$ cat src/rtl/ifu_axi_rd.sv
// Read-only AXI4-Lite master for instruction fetch: one AR/R per request,
// misaligned rejection, R-channel timeout with drain, and a one-deep pending slot.
//
// state   | meaning
// S_IDLE  | waiting for a fetch request
// S_ADDR  | AR valid, waiting for m_arready
// S_DATA  | R ready, waiting for m_rvalid or timeout
// S_DRAIN | timed out; swallowing the late R beat
module ifu_axi_rd #(
  parameter int TIMEOUT = 1024,
  parameter int ADDR_W  = 32
) (
  input  logic              clock,
  input  logic              reset_n,
  input  logic              io_reqValid,
  input  logic [ADDR_W-1:0] io_addr,
  output logic              io_respValid,
  output logic [31:0]       io_rdata,
  output logic              io_err,
  output logic              busy,
  output logic [ADDR_W-1:0] m_araddr,
  output logic [2:0]        m_arprot,
  output logic              m_arvalid,
  input  logic              m_arready,
  input  logic [31:0]       m_rdata,
  input  logic [1:0]        m_rresp,
  input  logic              m_rvalid,
  output logic              m_rready
);

  localparam int CNT_W = (TIMEOUT < 1) ? 1 : $clog2(TIMEOUT + 1);
  localparam logic [CNT_W-1:0] CNT_LAST = CNT_W'(TIMEOUT - 1);

  typedef enum logic [1:0] {S_IDLE, S_ADDR, S_DATA, S_DRAIN} state_t;

  state_t            state_q, state_d;
  logic [ADDR_W-1:0] addr_q, addr_d;
  logic [31:0]       rdata_q, rdata_d;
  logic              err_q, err_d;
  logic              resp_q, resp_d;
  logic [CNT_W-1:0]  cnt_q, cnt_d;
  logic              pend_v, pend_v_d;
  logic [ADDR_W-1:0] pend_addr, pend_addr_d;

  logic req_aligned, req_misaligned;
  logic unused_rresp;

  assign req_aligned    = io_reqValid && (io_addr[1:0] == 2'b00);
  assign req_misaligned = io_reqValid && (io_addr[1:0] != 2'b00);
  assign unused_rresp   = m_rresp[0];

  always_comb begin
    state_d     = state_q;
    addr_d      = addr_q;
    rdata_d     = rdata_q;
    err_d       = err_q;
    resp_d      = 1'b0;
    cnt_d       = cnt_q;
    pend_v_d    = pend_v;
    pend_addr_d = pend_addr;
    case (state_q)
      S_IDLE: begin
        if (req_misaligned) begin
          resp_d  = 1'b1;
          err_d   = 1'b1;
          rdata_d = 32'h0;
        end else if (req_aligned) begin
          addr_d  = io_addr;
          state_d = S_ADDR;
        end
      end
      S_ADDR: begin
        if (m_arready) begin
          state_d = S_DATA;
          cnt_d   = '0;
        end
      end
      S_DATA: begin
        if (m_rvalid) begin
          rdata_d = m_rdata;
          err_d   = m_rresp[1];
          resp_d  = 1'b1;
          state_d = S_IDLE;
        end else if ((TIMEOUT != 0) && (cnt_q == CNT_LAST)) begin
          rdata_d = 32'h0;
          err_d   = 1'b1;
          resp_d  = 1'b1;
          state_d = S_DRAIN;
        end else begin
          cnt_d = cnt_q + CNT_W'(1);
        end
      end
      S_DRAIN: begin
        if (req_misaligned) begin
          resp_d  = 1'b1;
          err_d   = 1'b1;
          rdata_d = 32'h0;
        end
        // A request landing together with the late beat goes straight to ADDR.
        if (m_rvalid) begin
          if (pend_v) begin
            addr_d   = pend_addr;
            pend_v_d = 1'b0;
            state_d  = S_ADDR;
          end else if (req_aligned) begin
            addr_d  = io_addr;
            state_d = S_ADDR;
          end else begin
            state_d = S_IDLE;
          end
        end else if (req_aligned && !pend_v) begin
          pend_v_d    = 1'b1;
          pend_addr_d = io_addr;
        end
      end
      default: state_d = S_IDLE;
    endcase
  end

  always_ff @(posedge clock or negedge reset_n) begin
    if (!reset_n) begin
      state_q   <= S_IDLE;
      addr_q    <= '0;
      rdata_q   <= 32'h0;
      err_q     <= 1'b0;
      resp_q    <= 1'b0;
      cnt_q     <= '0;
      pend_v    <= 1'b0;
      pend_addr <= '0;
    end else begin
      state_q   <= state_d;
      addr_q    <= addr_d;
      rdata_q   <= rdata_d;
      err_q     <= err_d;
      resp_q    <= resp_d;
      cnt_q     <= cnt_d;
      pend_v    <= pend_v_d;
      pend_addr <= pend_addr_d;
    end
  end

  assign io_respValid = resp_q;
  assign io_rdata     = rdata_q;
  assign io_err       = err_q;
  assign busy         = (state_q != S_IDLE);
  assign m_arvalid    = (state_q == S_ADDR);
  assign m_rready     = (state_q == S_DATA) || (state_q == S_DRAIN);
  assign m_araddr     = addr_q;
  assign m_arprot     = 3'b100;

  // Fetch unit must wait for a response before issuing again.
  a_no_req_in_flight: assert property (@(posedge clock) disable iff (!reset_n)
    !(io_reqValid && ((state_q == S_ADDR) || (state_q == S_DATA))));

endmodule

$ cat config.mk
export PLATFORM = sky130hd
export DESIGN_NAME = ifu_axi_rd
export DESIGN_NICKNAME = d
export VERILOG_FILES = /design/src/rtl/ifu_axi_rd.sv
export SDC_FILE = /design/constraint.sdc
export NUM_CORES = 1
export LEC_CHECK = 0
export CAP_MARGIN = 20
export CORE_ASPECT_RATIO = 1.4
export CORE_MARGIN = 2
export CORE_UTILIZATION = 51
export DETAILED_ROUTE_END_ITERATION = 10
export PLACE_DENSITY = 0.85
export SYNTH_ARGS = -nofsm -noshare
export SYNTH_HDL_FRONTEND = slang
export SYNTH_SLANG_ARGS = --single-unit
$ cat constraint.sdc
create_clock -name clock -period 2.95 [get_ports clock]
set_input_delay 0.885 -clock clock [delete_from_list [all_inputs] [get_ports clock]]
set_output_delay 0.885 -clock clock [all_outputs]
set_load 0.005 [all_outputs]
# Word level (Yosys, flattened, before mapping)
# Cells that the tools add are included.
# word_totals
reg_bits	112
wordCells	74
ram_bits	0
out_inout_bits	72
memories	0
rom_bits	0
input_bits	71
latch_bits	0
# classes
shift	0
div	0
mul	0
bitwise	1
muxes	32
n_lt_le_gt_ge	0
n_addsub	1
reduce_logical	20
n_eq_ne	12
# op_table
op	n
32-bit two-way mux	7
32-bit case mux with 2 select lines	2
11-bit two-way mux	3
11-bit case mux with 2 select lines	1
2-bit two-way mux	6
2-bit nonzero test	6
11-bit by 1-bit adder with 11-bit output (second input constant)	1
11-bit by 10-bit == test with 1-bit output (second input constant)	1
1-bit two-way mux	10
2-bit inequality test (second input constant)	5
3-bit AND reduction	3
2-bit case mux with 4 select lines	1
5-bit AND reduction	1
2-bit == test (second input constant)	2
2-bit zero test	2
2-bit by 1-bit inequality test with 1-bit output (second input constant)	2
1-bit case mux with 2 select lines	2
4-bit AND reduction	1
1-bit logical AND	3
3-bit inequality test (second input constant)	1
2-bit by 1-bit == test with 1-bit output (second input constant)	1
2-bit AND reduction	1
2-bit OR reduction	1
1-bit zero test	1
other kinds (2)	2

# Longest topological paths before layout
# Gate-level depths: netlist of the first run.
# logic_depth
depth_word	6
ltp_mapped	8
mapped_depth_nobuf	6

# Least setup slack after synthesis of the first run
# Ideal clock, no wire load.
# synth_path
path_kind	in2reg
start	input port io_addr[0]
end	register pend_addr[10]
setup_slack_ns	0.622
required_time_ns	2.825
path_buffers	2
path_stages	5
arrival_ns	2.203
path_cell_list	or3b_1 -> or3_1 -> buf_6 -> buf_12 -> mux2_4
# synth_between
elab_chain_len	4
# synth_lines
element	line	text
start, declared	16	input logic [ADDR_W-1:0] io_addr,
2-bit zero test	48	assign req_aligned = io_reqValid && (io_addr[1:0] == 2'b00);
1-bit logical AND	48	
1-bit logical AND	111	end else if (req_aligned && !pend_v) begin
3-bit AND reduction (no line)	-	
end signal, assigned	138	pend_addr <= pend_addr_d;
end, declared	43	logic [ADDR_W-1:0] pend_addr, pend_addr_d;
# No other way between the ends.
# A chain may end at the register's enable or synchronous reset.

# Worst setup path after layout of the first run
# layout_path
start	register state_q[1]
end	output port m_rready
# layout_between
elab_chain_len	2
word_cells_on_any_way	3
cone_classes	2 x eq/ne; 1 x reduce/logical
# layout_lines
element	line	text
start, declared	36	state_t state_q, state_d;
start signal, assigned	131	state_q <= state_d;
2-bit == test	147	assign m_rready = (state_q == S_DATA) || (state_q == S_DRAIN);
1-bit logical OR (*)	147	
end, declared	28	output logic m_rready
# Mark *: on every way between the ends. The rest lies on a longest branch, timed or not.

==> reports/results.md, run 1 <==
| Metric | Reported |
| --- | --- |
| Flop2flop setup slack | 0.90 ns |
| Diode insertion count for antenna repair | 0 |
| Category of the critical setup timing path | flip-flop to primary output |
| Required time at the worst-slack endpoint | 2.07 ns |
| Arrival time reported for the critical path endpoint | 1.91 ns |
| # rows | 42 |
| R2R Path Start | state_q[1] |
| Fraction of registers with async set/reset | 100% |
| Crit path time final | 2.79 ns |
| Final period utilization | 94.6% |
| Crit path max fanout | 11 |
| Status | finished, final reports clean |
| Final cell utilization of the core | 71.3% |
| Commonest cells after routing, fill and taps aside | sky130_fd_sc_hd__clkdlybuf4s50_1 (137), sky130_fd_sc_hd__dfrtp_1 (112), sky130_fd_sc_hd__nand2_1 (42) |
| Peak per-stage delay on the critical path | 0.45 ns |
| Worst-path cell chain | ha_1 -> or2_2 -> clkdlybuf4s50_1 |
| Worst-margin pin slew | 0.596 ns |
| Syn. warnings | 0 |
| Overall Global Routing Usage | 22.5% |
| Grt total ovfl | 0 |
| Wire length of the first global-routing pass | 18.6 mm |
| CTS resizes | 0 |
| Worst setup path startpoint | state_q[1] |
| Clock Root Buffer | sky130_fd_sc_hd__clkbuf_16 |
| DR pass1 iterations | 4 |
| Capture point of the worst reg-to-reg path | cnt_q[5] |
| Layout cells sized above 1 | 13.0% |
| Largest net degree at the start of global routing | 113 |
| Peak supply drop | 469 uV |
| Leakage power | 0.00305 uW |
| Die span in y | 121 um |
| Level count of the clock H-tree | 3 |
| Post-CTS Hold Fix Bufs | 0 |
| Post-CTS Setup Inserts | 0 |
| Type of element capturing the critical path | primary output |
| CP startpoint kind | flip-flop |
| Unrepaired setup endpoints after global routing | no |
| Post-Syn Instances | 405 |
| Worst rel slew slack | 60.3% |
| Area growth from synthesis to final layout | 36.3% |
| Post-detailed-route DRC marker count | 0 |
| PwrDens | 900 mW/mm^2 |
| Most common cell after layout, fill and taps aside | sky130_fd_sc_hd__clkdlybuf4s50_1 |
| Max-capacitance violation count | 0 |
| Top cells by area, synth | sky130_fd_sc_hd__dfrtp_1 (57%), sky130_fd_sc_hd__mux2_4 (8.5%), sky130_fd_sc_hd__a22o_1 (5.7%) |
| Slowest cell on crit path | sky130_fd_sc_hd__clkdlybuf4s50_1 |
| Placer Congestion | 0.823 |
| DR iter-0 viols | 126 |
| Post-synthesis cell area | 0.00495 mm^2 |
| Count of boundary I/O pins | 143 |
| Count of flip-flops with a built-in enable after synthesis | 0 |
| HP Class | flip-flop to flip-flop |
| Clk sinks | 112 |
| Capture point of the worst path | m_rready |
| Maximum clock path buffer count | 2 |
| Clock-pin slew reported for the worst setup and hold paths after clock tree synthesis | 0.07 ns |
| Synth area leader | sky130_fd_sc_hd__dfrtp_1 |
| Total of buffers placed on input and output ports | 138 |
| Number of global-route vias before repair | 3,836 |
| Max frequency | 0.358 GHz |
| Hold Fails Final Rpt | 0 |
| Initial core utilization | 52.3% |
| Post-synthesis area per instance | 12.2 um^2 |
| Initial antenna violation count | 0 |
| Core ar. | 0.00946 mm^2 |
| Number of placed instances, taps included | 640 |
| Final-stage net count | 618 |
| Average wire length per cell after detail routing | 17.7 um |
| Placed wire-length estimate after detailed placement | 7.95 mm |
| Die W | 87.3 um |
| Number of endpoints failing setup at the final stage | 0 |
| Die ar. | 0.0105 mm^2 |
| Number of vias in the routed layout | 3,777 |
| Part of the Yosys area used for sequential elements | 56.6% |
| Clock buffer count from CTS | 9 |
| Setup TNS after final layout | 0 ns |
| Per-cell via count in the routed design | 5.76 |
| Count of antenna-violating nets left after detailed routing | 0 |
| Area share of the largest cell type after synthesis | 56.6% |
| Number of flip-flops and latches in the synthesized netlist | 112 |
| Number of cells in the finished layout apart from fillers | 656 |
| Max-slew violations | 0 |
| Number of unique standard cell types used by synthesis | 53 |
| Total Wirelength | 11.6 mm |
| Clk_skew | 0.00890 ns |
| Depth of the worst register-to-register path | 7 |
| Primary flip-flop cell chosen by synthesis mapping | sky130_fd_sc_hd__dfrtp_1 |
| Worst-Skew Late Latency | 0.35 ns |
| Clock tree from TritonCTS | done |
## cell type report
cell class              count  area, um^2
multi-input cells         256        1950
repair buffers            155        1540
fillers                   667        2710
clock inverters             6        52.6
inverters                   7        26.3
clock buffers              10         239
well taps                 110         138
flip-flops and latches    112        2800
## per-stage QoR
| stage | total power (uW) | hold WS, ns | setup WS [ns] | cell area [um^2] |
|---|---|---|---|---|
| 2_1_floorplan | 3520 | 0.430 | 0.622 | 4950 |
| 3_3_place_gp | 4790 | 0.445 | 0.0818 | 6460 |
| 3_5_place_dp | 4910 | 0.446 | 0.0459 | 6460 |
| 4_1_cts | 6120 | 0.462 | 0.126 | 6750 |
| 5_1_grt | 6420 | 0.488 | 0.0607 | 6750 |
| 6_report | 6070 | 0.461 | 0.158 | 6750 |
## cell families (layout without fill, tap and decap cells)
logic type / count (synthesis) / in the layout / synth area share [%]
AOI/OAI and AO/OA: 131 / 131 / 19.4
and+or+nand+nor: 85 / 85 / 8.97
buffers and inverters: 38 / 178 / 4.22
adders and majority gates: 6 / 6 / 1.52
DFF: 112 / 112 / 56.6
muxes: 31 / 31 / 9.15
other: 2 / 3 / 0.152
## flip-flops by register name (all words and copies together) (netlist names)
| register | flops |
|---|---|
| cnt_q | 11 |
| io_err | 1 |
| io_rdata | 32 |
| io_respValid | 1 |
| m_araddr | 32 |
| pend_addr | 32 |
| pend_v | 1 |
| state_q | 2 |
## worst min path at each step
| stage | start | to | slack, ns | depth (start not counted) |
|---|---|---|---|---|
| after floorplan | pend_addr[0] | m_araddr[0] | 0.43 | 2 |
| after global placement | pend_addr[0] | m_araddr[0] | 0.45 | 2 |
| after detailed placement | pend_addr[0] | m_araddr[0] | 0.45 | 2 |
| after CTS | pend_addr[0] | m_araddr[0] | 0.46 | 2 |
| after global routing | pend_addr[0] | m_araddr[0] | 0.49 | 2 |
| final | pend_addr[0] | m_araddr[0] | 0.46 | 2 |
## per-layer routing
metal / share of wire, % / GRT usage (%) / up-vias / wire length (um)
li1: - / - / 1749 / -
met1: 44 / 30.1 / 1873 / 5070
met2: 49 / 35.2 / 139 / 5680
met3: 5.8 / 6.14 / 16 / 675
met4: 1.7 / 7.98 / 0 / 197
met5: 0 / 0 / - / 0
## where the power goes
part           switching (uW)  leakage [uW]  internal (uW)  total [uW]
Sequential                373       0.00145           2140        2510
Clock                     572      0.000137            609        1180
Combinational             887       0.00146           1490        2380
Total                    1830       0.00305           4240        6070
## worst max-delay path: cells and delay by family, from the launching register on
family / cells / cell delay, ns
adder cells (fa/ha/maj): 1 / 0.32
buffers and inverters: 1 / 0.45
flip-flops: 1 / 0.43
AND/OR/NAND/NOR: 1 / 0.36
## Yosys cell counts (2+ instances only)
library cell / n
sky130_fd_sc_hd__ha_1: 6
sky130_fd_sc_hd__buf_12: 2
sky130_fd_sc_hd__conb_1: 2
sky130_fd_sc_hd__nand2b_1: 4
sky130_fd_sc_hd__nand3_1: 4
sky130_fd_sc_hd__or2_2: 2
sky130_fd_sc_hd__buf_4: 3
sky130_fd_sc_hd__nor2_1: 4
sky130_fd_sc_hd__o31ai_1: 4
sky130_fd_sc_hd__o21ai_0: 38
sky130_fd_sc_hd__nand4_1: 2
sky130_fd_sc_hd__clkbuf_1: 21
sky130_fd_sc_hd__or4_1: 4
sky130_fd_sc_hd__a22o_1: 32
sky130_fd_sc_hd__nand2_1: 42
sky130_fd_sc_hd__inv_1: 7
sky130_fd_sc_hd__and4_1: 3
sky130_fd_sc_hd__dfrtp_1: 112
sky130_fd_sc_hd__a21oi_1: 11
sky130_fd_sc_hd__and3_1: 2
sky130_fd_sc_hd__mux2_4: 28
sky130_fd_sc_hd__or3_1: 3
sky130_fd_sc_hd__and2_1: 3
sky130_fd_sc_hd__mux2_2: 2
sky130_fd_sc_hd__nand3b_1: 2
sky130_fd_sc_hd__a2bb2oi_1: 31
sky130_fd_sc_hd__buf_2: 3
sky130_fd_sc_hd__o211ai_1: 3
No activity file was read; power rests on OpenSTA's default activity.
==> run 2: changes to the inputs <==
--- a/config.mk
+++ b/config.mk
@@ -9,6 +9,7 @@
 export CORE_ASPECT_RATIO = 1.4
 export CORE_MARGIN = 2
 export CORE_UTILIZATION = 51
+export CTS_CLUSTER_SIZE = 40
 export DETAILED_ROUTE_END_ITERATION = 10
 export PLACE_DENSITY = 0.85
 export SYNTH_ARGS = -nofsm -noshare
==> results of run 2 <==
The final DEF is identical to that of run 1; final timing and power are the same.
